===== config.mk =====
export PLATFORM = sky130hd
export DESIGN_NAME = cp0_exc_ctrl_flat
export DESIGN_NICKNAME = d
export VERILOG_FILES = /design/src/rtl/cp0_exc_ctrl_if.sv /design/src/rtl/cp0_exc_ctrl.sv /design/src/flat_wrapper.sv
export SDC_FILE = /design/constraint.sdc
export NUM_CORES = 1
export LEC_CHECK = 0
export CORE_ASPECT_RATIO = 0.9
export CORE_MARGIN = 2
export CORE_UTILIZATION = 23
export CTS_CLUSTER_DIAMETER = 50
export CTS_CLUSTER_SIZE = 20
export DETAILED_ROUTE_END_ITERATION = 10
export PLACE_DENSITY = 0.48
export SYNTH_ARGS = -nofsm -noshare
export SYNTH_HDL_FRONTEND = slang
export SYNTH_SLANG_ARGS = --single-unit

===== constraint.sdc =====
create_clock -name clk -period 2.9 [get_ports clk]
set_input_delay 0.87 -clock clk [delete_from_list [all_inputs] [get_ports clk]]
set_output_delay 0.87 -clock clk [all_outputs]
set_load 0.01 [all_outputs]

===== src/rtl/cp0_exc_ctrl_if.sv =====
// Redirect handshake between the exception sequencer and the fetch unit.
//   redirect_valid : sequencer offers a new fetch PC
//   redirect_pc    : target PC, stable while redirect_valid is high
//   redirect_ready : fetch accepts the redirect this cycle
// master = sequencer side, slave = fetch side.
interface cp0_exc_ctrl_if;
   logic        redirect_valid;
   logic [31:0] redirect_pc;
   logic        redirect_ready;

   modport master (
      output redirect_valid,
      output redirect_pc,
      input  redirect_ready
   );

   modport slave (
      input  redirect_valid,
      input  redirect_pc,
      output redirect_ready
   );
endinterface


===== src/rtl/cp0_exc_ctrl.sv =====
// Exception/interrupt sequencer for the CP0 register file, sitting beside MEM.
// Picks one winner among interrupt, exceptions and ERET for the MEM instruction,
// issues one-cycle CP0 update pulses, flushes the pipeline and hands fetch a
// redirect PC over the redir handshake. Also 2-FF synchronises the hardware
// interrupt lines into Cause.IP[7:2].
// Ports:
//   clk, rst                  clock, async active-low reset
//   interrupt                 raw hardware interrupt lines
//   mem_*                     MEM-stage instruction info (valid, pc, BD, flags, addr, eret)
//   cp0_status/sw_ip/epc      current CP0 state
//   cp0_hw_ip                 synchronised interrupts
//   cp0_exc_*/cp0_badvaddr*   exception commit command and data
//   cp0_eret_we               clear-EXL pulse
//   flush, busy               pipeline kill and stall
//   redir                     redirect handshake to fetch (master side)
module cp0_exc_ctrl #(
   parameter logic [31:0] EXC_ENTRY = 32'hBFC00380
) (
   input  logic                  clk,
   input  logic                  rst,
   input  logic [5:0]            interrupt,
   input  logic                  mem_valid,
   input  logic [31:0]           mem_pc,
   input  logic                  mem_delay_slot,
   input  logic [6:0]            mem_exc_flags,
   input  logic [31:0]           mem_addr,
   input  logic                  mem_eret,
   input  logic [31:0]           cp0_status,
   input  logic [1:0]            cp0_cause_sw_ip,
   input  logic [31:0]           cp0_epc,
   output logic [5:0]            cp0_hw_ip,
   output logic                  cp0_exc_we,
   output logic [4:0]            cp0_exc_code,
   output logic                  cp0_exc_bd,
   output logic [31:0]           cp0_exc_epc,
   output logic                  cp0_badvaddr_we,
   output logic [31:0]           cp0_badvaddr,
   output logic                  cp0_eret_we,
   output logic                  flush,
   output logic                  busy,
   cp0_exc_ctrl_if.master        redir
);

   typedef enum logic [1:0] {StIdle, StCommit, StRedirect} state_e;

   state_e      state_q, state_d;
   logic [5:0]  int_meta_q, hw_ip_q;
   logic        int_pend, trigger;
   logic [4:0]  dec_code;
   logic        dec_bv_we, dec_eret;
   logic [31:0] dec_bv, dec_epc;
   logic [4:0]  code_q;
   logic        bd_q, eret_q, bv_we_q;
   logic [31:0] epc_q, bv_q, target_q;
   logic        redirect_valid;
   logic        unused_status;

   assign unused_status = ^{cp0_status[31:16], cp0_status[7:2]};

   // Plain 2-FF synchroniser, no edge detection.
   always_ff @(posedge clk or negedge rst) begin
      if (!rst) begin
         int_meta_q <= '0;
         hw_ip_q    <= '0;
      end else begin
         int_meta_q <= interrupt;
         hw_ip_q    <= int_meta_q;
      end
   end

   assign cp0_hw_ip = hw_ip_q;
   assign int_pend  = cp0_status[0] & ~cp0_status[1] &
                      (|(cp0_status[15:8] & {hw_ip_q, cp0_cause_sw_ip}));
   // Interrupts wait for a valid MEM instruction so EPC is precise.
   assign trigger   = (state_q == StIdle) & mem_valid &
                      (int_pend | (|mem_exc_flags) | mem_eret);
   assign dec_epc   = mem_delay_slot ? (mem_pc - 32'd4) : mem_pc;

   // Single-winner priority decode.
   always_comb begin
      dec_code  = 5'h00;
      dec_bv_we = 1'b0;
      dec_bv    = mem_addr;
      dec_eret  = 1'b0;
      if (int_pend) begin
         dec_code = 5'h00;
      end else if (mem_exc_flags[0]) begin
         dec_code  = 5'h04;
         dec_bv_we = 1'b1;
         dec_bv    = mem_pc;
      end else if (mem_exc_flags[1]) begin
         dec_code = 5'h0A;
      end else if (mem_exc_flags[2]) begin
         dec_code = 5'h0C;
      end else if (mem_exc_flags[3]) begin
         dec_code = 5'h08;
      end else if (mem_exc_flags[4]) begin
         dec_code = 5'h09;
      end else if (mem_exc_flags[5]) begin
         dec_code  = 5'h04;
         dec_bv_we = 1'b1;
      end else if (mem_exc_flags[6]) begin
         dec_code  = 5'h05;
         dec_bv_we = 1'b1;
      end else begin
         dec_eret = 1'b1;
      end
   end

   // Commit data is latched only at the trigger edge and otherwise held.
   always_ff @(posedge clk or negedge rst) begin
      if (!rst) begin
         code_q   <= '0;
         bd_q     <= 1'b0;
         epc_q    <= '0;
         bv_q     <= '0;
         bv_we_q  <= 1'b0;
         eret_q   <= 1'b0;
         target_q <= '0;
      end else if (trigger) begin
         eret_q   <= dec_eret;
         bv_we_q  <= dec_bv_we;
         target_q <= dec_eret ? cp0_epc : EXC_ENTRY;
         if (!dec_eret) begin
            code_q <= dec_code;
            bd_q   <= mem_delay_slot;
            epc_q  <= dec_epc;
         end
         if (dec_bv_we) begin
            bv_q <= dec_bv;
         end
      end
   end

   always_ff @(posedge clk or negedge rst) begin
      if (!rst) begin
         state_q <= StIdle;
      end else begin
         state_q <= state_d;
      end
   end

   always_comb begin
      state_d         = state_q;
      cp0_exc_we      = 1'b0;
      cp0_eret_we     = 1'b0;
      cp0_badvaddr_we = 1'b0;
      flush           = 1'b0;
      busy            = 1'b0;
      redirect_valid  = 1'b0;
      unique case (state_q)
         StIdle: begin
            if (trigger) state_d = StCommit;
         end
         StCommit: begin
            cp0_exc_we      = ~eret_q;
            cp0_eret_we     = eret_q;
            cp0_badvaddr_we = bv_we_q & ~eret_q;
            flush           = 1'b1;
            busy            = 1'b1;
            state_d         = StRedirect;
         end
         StRedirect: begin
            redirect_valid = 1'b1;
            flush          = 1'b1;
            busy           = 1'b1;
            if (redir.redirect_ready) state_d = StIdle;
         end
         default: state_d = StIdle;
      endcase
   end

   assign cp0_exc_code         = code_q;
   assign cp0_exc_bd           = bd_q;
   assign cp0_exc_epc          = epc_q;
   assign cp0_badvaddr         = bv_q;
   assign redir.redirect_valid = redirect_valid;
   assign redir.redirect_pc    = target_q;

endmodule

===== src/flat_wrapper.sv =====
// flat-port wrapper written by rule: the top's interface ports become plain ports
module cp0_exc_ctrl_flat 
#(
   parameter logic [31:0] EXC_ENTRY = 32'hBFC00380
)
  (clk, rst, interrupt, mem_valid, mem_pc, mem_delay_slot, mem_exc_flags, mem_addr, mem_eret, cp0_status, cp0_cause_sw_ip, cp0_epc, cp0_hw_ip, cp0_exc_we, cp0_exc_code, cp0_exc_bd, cp0_exc_epc, cp0_badvaddr_we, cp0_badvaddr, cp0_eret_we, flush, busy, redir_redirect_valid, redir_redirect_pc, redir_redirect_ready);
  cp0_exc_ctrl_if redir_i ();
  input  logic clk;
  input  logic rst;
  input  logic [5:0] interrupt;
  input  logic mem_valid;
  input  logic [31:0] mem_pc;
  input  logic mem_delay_slot;
  input  logic [6:0] mem_exc_flags;
  input  logic [31:0] mem_addr;
  input  logic mem_eret;
  input  logic [31:0] cp0_status;
  input  logic [1:0] cp0_cause_sw_ip;
  input  logic [31:0] cp0_epc;
  output logic [5:0] cp0_hw_ip;
  output logic cp0_exc_we;
  output logic [4:0] cp0_exc_code;
  output logic cp0_exc_bd;
  output logic [31:0] cp0_exc_epc;
  output logic cp0_badvaddr_we;
  output logic [31:0] cp0_badvaddr;
  output logic cp0_eret_we;
  output logic flush;
  output logic busy;
  output wire logic [$bits(redir_i.redirect_valid)-1:0] redir_redirect_valid;
  output wire logic [$bits(redir_i.redirect_pc)-1:0] redir_redirect_pc;
  input wire logic [$bits(redir_i.redirect_ready)-1:0] redir_redirect_ready;
  assign redir_redirect_valid = redir_i.redirect_valid;
  assign redir_redirect_pc = redir_i.redirect_pc;
  assign redir_i.redirect_ready = redir_redirect_ready;
  cp0_exc_ctrl #(.EXC_ENTRY(EXC_ENTRY)) u_core (.clk(clk), .rst(rst), .interrupt(interrupt), .mem_valid(mem_valid), .mem_pc(mem_pc), .mem_delay_slot(mem_delay_slot), .mem_exc_flags(mem_exc_flags), .mem_addr(mem_addr), .mem_eret(mem_eret), .cp0_status(cp0_status), .cp0_cause_sw_ip(cp0_cause_sw_ip), .cp0_epc(cp0_epc), .cp0_hw_ip(cp0_hw_ip), .cp0_exc_we(cp0_exc_we), .cp0_exc_code(cp0_exc_code), .cp0_exc_bd(cp0_exc_bd), .cp0_exc_epc(cp0_exc_epc), .cp0_badvaddr_we(cp0_badvaddr_we), .cp0_badvaddr(cp0_badvaddr), .cp0_eret_we(cp0_eret_we), .flush(flush), .busy(busy), .redir(redir_i));
endmodule

==> summary.txt, run 1 <==
Global route
  • Antenna violations before repair: 0
  • Global-route wire length before repair: 34.7 mm
  • Grt ovf: 0
  • Number of global-route vias before repair: 5,965
  • Largest net degree at the start of global routing: 61
  • Global Route Usage Sum: 0.173

Power
  • Logic pwr share: 0.377
  • VDD IR-drop max: 374 uV
  • LEAKAGE: ~3.7 nW
  • Clock share of power: 0.300
  • Switching Fraction: 0.317
  • Flop pwr share: 0.323
  • P_int: 5.22 mW
  • Psw: 2.42 mW
  • Power density cells: 808 nW/um2

Clock tree
  • Clock root cell: clkbuf_16
  • CTS Sinks: 117
  • TritonCTS clock tree: yes
  • Worst-path clk slew: 60 ps
  • Num CTS Buffers: 17
  • Worst skew pair latency: 420 ps
  • Clock Path Buffers: 2
  • H-tree depth: 4

Place
  • RePlAce Congestion: roughly 0.83
  • Buffers on Ports: 239
  • Dpl hpwl: 16.5 mm

Job
  • Max cap viols: 0

Logic synthesis
  • Number of synthesized flops with an enable pin: 0
  • Mapped Area: between 5000 and 6000 um2
  • Synth warn: 0
  • Synth Area per Inst: 10.8 um2
  • Sequential share of the synthesized area: 0.518
  • Largest family of logic cells by synthesized area: compound AO/OA/AOI/OAI gates
  • Complex-gate fraction of the synthesized area: 0.240
  • Post-synthesis mux area share: 0.0396
  • Adder-cell share of the synthesized area: 0.0111
  • Mapped Cells: around 530
  • Xor and xnor area share after synthesis: 0.0201
  • Syn Nets: around 680
  • Synth cell types: 55
  • Synthesis-stage register bit count: 117
  • Asr flop ratio synth: 1.00
  • Synth Area in Simple Gates: 0.123
  • Primary FF master, synth: dfrtp_1

Cells and area
  • Area Overhead vs Synth: 67.4%
  • Multi-input gate area: 2490 um2
  • Layout cells sized above 1: 0.167
  • Number of nets in the layout: 960
  • Commonest non-fill, non-tap cell in the layout: clkdlybuf4s50_1
  • Leading cell types in the layout, fill and taps excluded: 237 x clkdlybuf4s50_1, 117 x dfrtp_1, 82 x a31oi_1
  • FILL cells: approximately 2,400
  • FF+latch area: 2930 um2
  • Antenna diodes: 0

Setup path
  • CP endpoint: cp0_exc_we
  • Flop-to-flop setup slack: just under 900 ps
  • Max Fanout on Critical Path: 3
  • Critical Path Sink Type: output pin
  • CP arrival: 1830 ps
  • Setup CP Type: flip-flop to output pin
  • Critical R2R Launch: u_core.state_q[0]$_DFFE_PN0P_
  • R2R depth: 7
  • Reg-to-Reg End: u_core.cp0_badvaddr[12]$_DFFE_PN0P_
  • Critical path launch point type: flip-flop
  • CP required: approximately 2000 ps
  • Setup crit start: u_core.state_q[1]$_DFFE_PN0P_

Hold path
  • Hold path depth: 0
  • Hold Crit Class: flip-flop to flip-flop

Drt
  • Vias per std cell: 5.00
  • DR pass1 iterations: 5
  • Drt initial violations: 438
  • Routed WL per cell: 19.6 um
  • Post-Route WL: 22.1 mm
  • Total number of vias: 5,637
  • Post-route ant nets: 0
  • DR DRC count: 0

STA
  • Final setup TNS: 0 ps
  • Max Slew Vio Count: 0
  • Final period util: 0.932
  • Final setup fails: 0
  • Minimum clock period: 2700 ps
  • Fmax: 0.370 GHz
  • Final Hold Viols: 0
  • Hold WS: ~350 ps
  • Clk_skew: 13.7 ps
  • RSZ-0062 raised after global routing: no

Floorplan
  • I/O pins: 263
  • # rows: 54
  • Die X: 169 um
  • Core area: 24,200 um2
  • Initial core utilization: 0.234
  • Die area: 25,800 um2
  • Die span in y: 153 um

Outcome
  • Status: finished, final reports clean
## how the worst min path moves through the flow
stage	start	end	slack, ps
finish	u_core.int_meta_q[2]$_DFF_PN0_	u_core.cp0_hw_ip[2]$_DFF_PN0_	350
floorplan	u_core.int_meta_q[0]$_DFF_PN0_	u_core.cp0_hw_ip[0]$_DFF_PN0_	330
CTS	rst	u_core.cp0_exc_epc[31]$_DFFE_PN0P_	350
global route	u_core.int_meta_q[2]$_DFF_PN0_	u_core.cp0_hw_ip[2]$_DFF_PN0_	360
global placement	u_core.int_meta_q[0]$_DFF_PN0_	u_core.cp0_hw_ip[0]$_DFF_PN0_	330
detailed placement	u_core.int_meta_q[2]$_DFF_PN0_	u_core.cp0_hw_ip[2]$_DFF_PN0_	330
## final cells by class
cell class | count | area share
inverters | 10 | 0.00397
multi-input cells | 351 | 0.263
clock buffers | 18 | 0.0464
repair buffers | 309 | 0.315
well taps | 308 | 0.0407
clock inverters | 14 | 0.0212
flip-flops and latches | 117 | 0.309
## timing repair
item,in CTS,in global routing
endpoints found under the setup margin,0,1
resized for setup,0,2
hold buffers,0,0
setup buffers,0,0
## state kept, by name, indices dropped and copies added (netlist names)
register                  flops
u_core.redir.redirect_pc     32
u_core.bv_we_q                1
u_core.eret_q                 1
u_core.cp0_exc_bd             1
u_core.cp0_exc_epc           32
u_core.state_q                2
u_core.cp0_hw_ip              6
u_core.cp0_exc_code           4
u_core.cp0_badvaddr          32
u_core.int_meta_q             6
## cells by family (layout without fill, tap and decap cells)
logic type,Yosys count,count (layout)
AOI/OAI and AO/OA,201,201
DFF,117,117
and+or+nand+nor,111,111
buffers and inverters,57,351
muxes,20,20
xor gates and xnor gates,13,13
adders and majority gates,5,5
other,1,1
## critical path: stages (launching register included)
cell and delay, ps:
dfrtp_1 390, inv_1 110, ha_2 200, nor2b_1 170, clkdlybuf4s50_1 570
## through the flow
step	setup slack (ps)	power, mW	instances	instance area [um2]	util
2_1_floorplan	477	3.60	525	5650	-
5_1_grt	105	8.09	1127	9460	0.391
3_3_place_gp	-39.4	5.36	1095	8820	0.364
3_5_place_dp	-78.2	5.40	1095	8820	0.364
6_report	198	7.65	1127	9460	0.391
4_1_cts	35.1	7.75	1127	9460	0.391
## cell usage after synthesis (4+ instances only)
library cell | number | area share
a211oi_1 | 17 | 0.023
a22o_1 | 20 | 0.031
a22oi_1 | 4 | 0.0053
a31oi_1 | 82 | 0.091
buf_2 | 16 | 0.014
clkbuf_1 | 25 | 0.017
dfrtp_1 | 117 | 0.52
ha_1 | 5 | 0.011
inv_1 | 9 | 0.0060
mux2_2 | 17 | 0.034
nand2_1 | 6 | 0.0040
nand3_1 | 36 | 0.032
nand4_1 | 7 | 0.0077
nor2_1 | 7 | 0.0046
nor3_1 | 4 | 0.0035
nor4_1 | 5 | 0.0055
o21ai_0 | 39 | 0.035
o22a_1 | 12 | 0.019
o31ai_1 | 11 | 0.015
or2_2 | 4 | 0.0044
or3_1 | 9 | 0.010
or4_1 | 11 | 0.015
xnor2_1 | 10 | 0.015
## power by group through the flow
| stage | clock network (mW) | logic, mW | registers (mW) |
|---|---|---|---|
| after floorplan | 0 | 0.966 | 2.64 |
| after global placement | 0 | 2.88 | 2.48 |
| after detailed placement | 0 | 2.91 | 2.49 |
| after CTS | 2.35 | 2.93 | 2.47 |
| after global routing | 2.44 | 3.12 | 2.53 |
| final | 2.29 | 2.89 | 2.47 |
## per-layer routing
metal  routed length [um]  global-route usage
met1                10300               0.236
met3                 1220              0.0356
met5                    5                   0
met4                  191              0.0472
met2                10400               0.279
Power figures use the tool's default switching activity.
==> inputs of run 2 (changes only) <==
Settings changed: CORE_MARGIN 2 to 1.5.
==> run 2 against run 1 <==
Effect of this change: total power decreased by 1.2%; final cell count increased by 0.18%; critical path depth is the same; final area fell by 0.26%; die area shrank 1.2%; routed wire length fell by 0.73%; sequential share of layout area rose by 0.082 points; sequential power about the same; worst setup slack better by 21 ps; clock-buffer cell count rose by 1; critical path type unchanged.
==> summary.txt, run 2 (synthesized netlist as in run 1, its figures left out) <==
Setup path
  • CP required: 2030 ps
  • R2R depth: 5
  • Critical path launch point type: flip-flop
  • Setup CP Type: flip-flop to output pin
  • Max Fanout on Critical Path: 3
  • CP arrival: 1810 ps
  • Critical Path Sink Type: output pin

Power
  • Psw: 2.38 mW
  • VDD IR-drop max: 423 uV
  • Flop pwr share: 0.325
  • Power density cells: around 800 nW/um2
  • Clock share of power: 0.295
  • P_int: a little over 5 mW
  • Switching Fraction: 0.315
  • Logic pwr share: 0.380
  • LEAKAGE: 3.68 nW
  • Power, Total: 7.55 mW

Cells and area
  • Leading cell types in the layout, fill and taps excluded: 237 x clkdlybuf4s50_1, 117 x dfrtp_1, 82 x a31oi_1
  • Commonest non-fill, non-tap cell in the layout: clkdlybuf4s50_1
  • Number of nets in the layout: 962
  • Layout cells sized above 1: 0.166
  • Fin area: 9440 um2
  • Antenna diodes: 0
  • Final core utilization: 0.390
  • Area Overhead vs Synth: 66.9%
  • FILL cells: 2,382

STA
  • Clk_skew: 12.7 ps
  • Final setup TNS: 0 ps
  • Slew HR: 0.632
  • Worst setup margin: 220 ps
  • Final period util: 0.924
  • Least-Margin Pin Slew: 552 ps
  • RSZ-0062 raised after global routing: no
  • Minimum clock period: 2680 ps
  • Final setup fails: 0
  • Fmax: 0.373 GHz
  • Final Hold Viols: 0
  • Max Slew Vio Count: 0

Floorplan
  • Core area: 24,200 um2
  • Die span in y: about 150 um
  • # rows: 54
  • Die area: 25,500 um2
  • Initial core utilization: 0.234
  • Die X: 168 um
  • I/O pins: roughly 260

Drt
  • DR DRC count: 0
  • Drt initial violations: 260
  • Post-route ant nets: 0
  • Post-Route WL: roughly 22 mm
  • Vias per std cell: roughly 5.0
  • Total number of vias: 5,680
  • DR pass1 iterations: 5
  • Routed WL per cell: 19.4 um

Clock tree
  • H-tree depth: 4
  • Post-CTS sizing: 0
  • TritonCTS clock tree: yes
  • Clock root cell: clkbuf_16
  • Worst-path clk slew: around 50 ps
  • Clock Path Buffers: 2
  • Post-CTS Setup Bufs: 0
  • Hold-fix buffers at CTS: 0
  • Worst skew pair latency: 410 ps
  • CTS Sinks: between 100 and 150
  • Num CTS Buffers: 17

Hold path
  • Hold Crit Class: flip-flop to flip-flop
  • Hold path depth: 0

Place
  • Buffers on Ports: 239
  • Dpl hpwl: 16.3 mm
  • Setup WS pre-CTS: -63.6 ps
  • Placed inst area: roughly 9000 um2
  • RePlAce Congestion: 0.828

Global route
  • Largest net degree at the start of global routing: about 60
  • Antenna violations before repair: 0
  • Grt ovf: 0
  • Global-route wire length before repair: 33.7 mm
  • Global Route Usage Sum: 0.174
  • Number of global-route vias before repair: 5,913

Job
  • Max cap viols: 0

Outcome
  • Status: finished, final reports clean
==> run 2: changes by cell type in the layout (fill, tap and decap cells not counted), sizes merged <==
cell and delta:
clkbuf +1, inv -2, buf +2, clkinvlp -1
clkinv +2
==> run 2: power groups by stage <==
stage	sequential, mW	combinational (mW)	clock (mW)
after floorplan	2.64	0.966	0
after global placement	2.48	2.86	0
after detailed placement	2.48	2.90	0
after CTS	2.46	2.92	2.29
after global routing	2.52	3.09	2.36
final	2.46	2.87	2.23
==> run 2: worst paths after layout <==
check	slack [ps]	start	to
setup / recovery	220	u_core.state_q[1]$_DFFE_PN0P_	cp0_exc_we
hold / removal	350	u_core.int_meta_q[2]$_DFF_PN0_	u_core.cp0_hw_ip[2]$_DFF_PN0_
setup reg to reg	920	u_core.cp0_hw_ip[0]$_DFF_PN0_	u_core.cp0_exc_code[1]$_DFFE_PN0P_
hold reg to reg	350	u_core.int_meta_q[2]$_DFF_PN0_	u_core.cp0_hw_ip[2]$_DFF_PN0_
max in group asynchronous	1670	rst	u_core.state_q[1]$_DFFE_PN0P_
min in group asynchronous	440	rst	u_core.cp0_hw_ip[3]$_DFF_PN0_
==> run 2: worst max-delay path: stages, from the launching register on <==
cell and delay [ps]:
dfrtp_1 390, inv_1 100, ha_1 190, nor2b_1 160
clkdlybuf4s50_1 570
==> run 2: area by class of cell <==
class                           count  area (um2)  share of cell area
Timing Repair Buffer              311        2980               0.316
Sequential cell                   117        2930               0.310
Multi-Input combinational cell    351        2490               0.264
Clock buffer                       19         433              0.0459
Tap cell                          308         385              0.0408
Clock inverter                     13         181              0.0192
Inverter                           10        37.5             0.00398
==> run 2: metal layers <==
layer  global-route usage  routed length, um  up-vias
li1                     -                  -     2611
met1                0.220               9680     2797
met2                0.289              10300      251
met3               0.0457               1600       21
met4               0.0585                371        0
met5                    0                  0        -
==> run 2: per-stage QoR <==
| step | hold WS, ps | std cells |
|---|---|---|
| 2_1_floorplan | 331 | 525 |
| 3_3_place_gp | 333 | 1097 |
| 3_5_place_dp | 335 | 1097 |
| 4_1_cts | 347 | 1129 |
| 5_1_grt | 356 | 1129 |
| 6_report | 346 | 1129 |
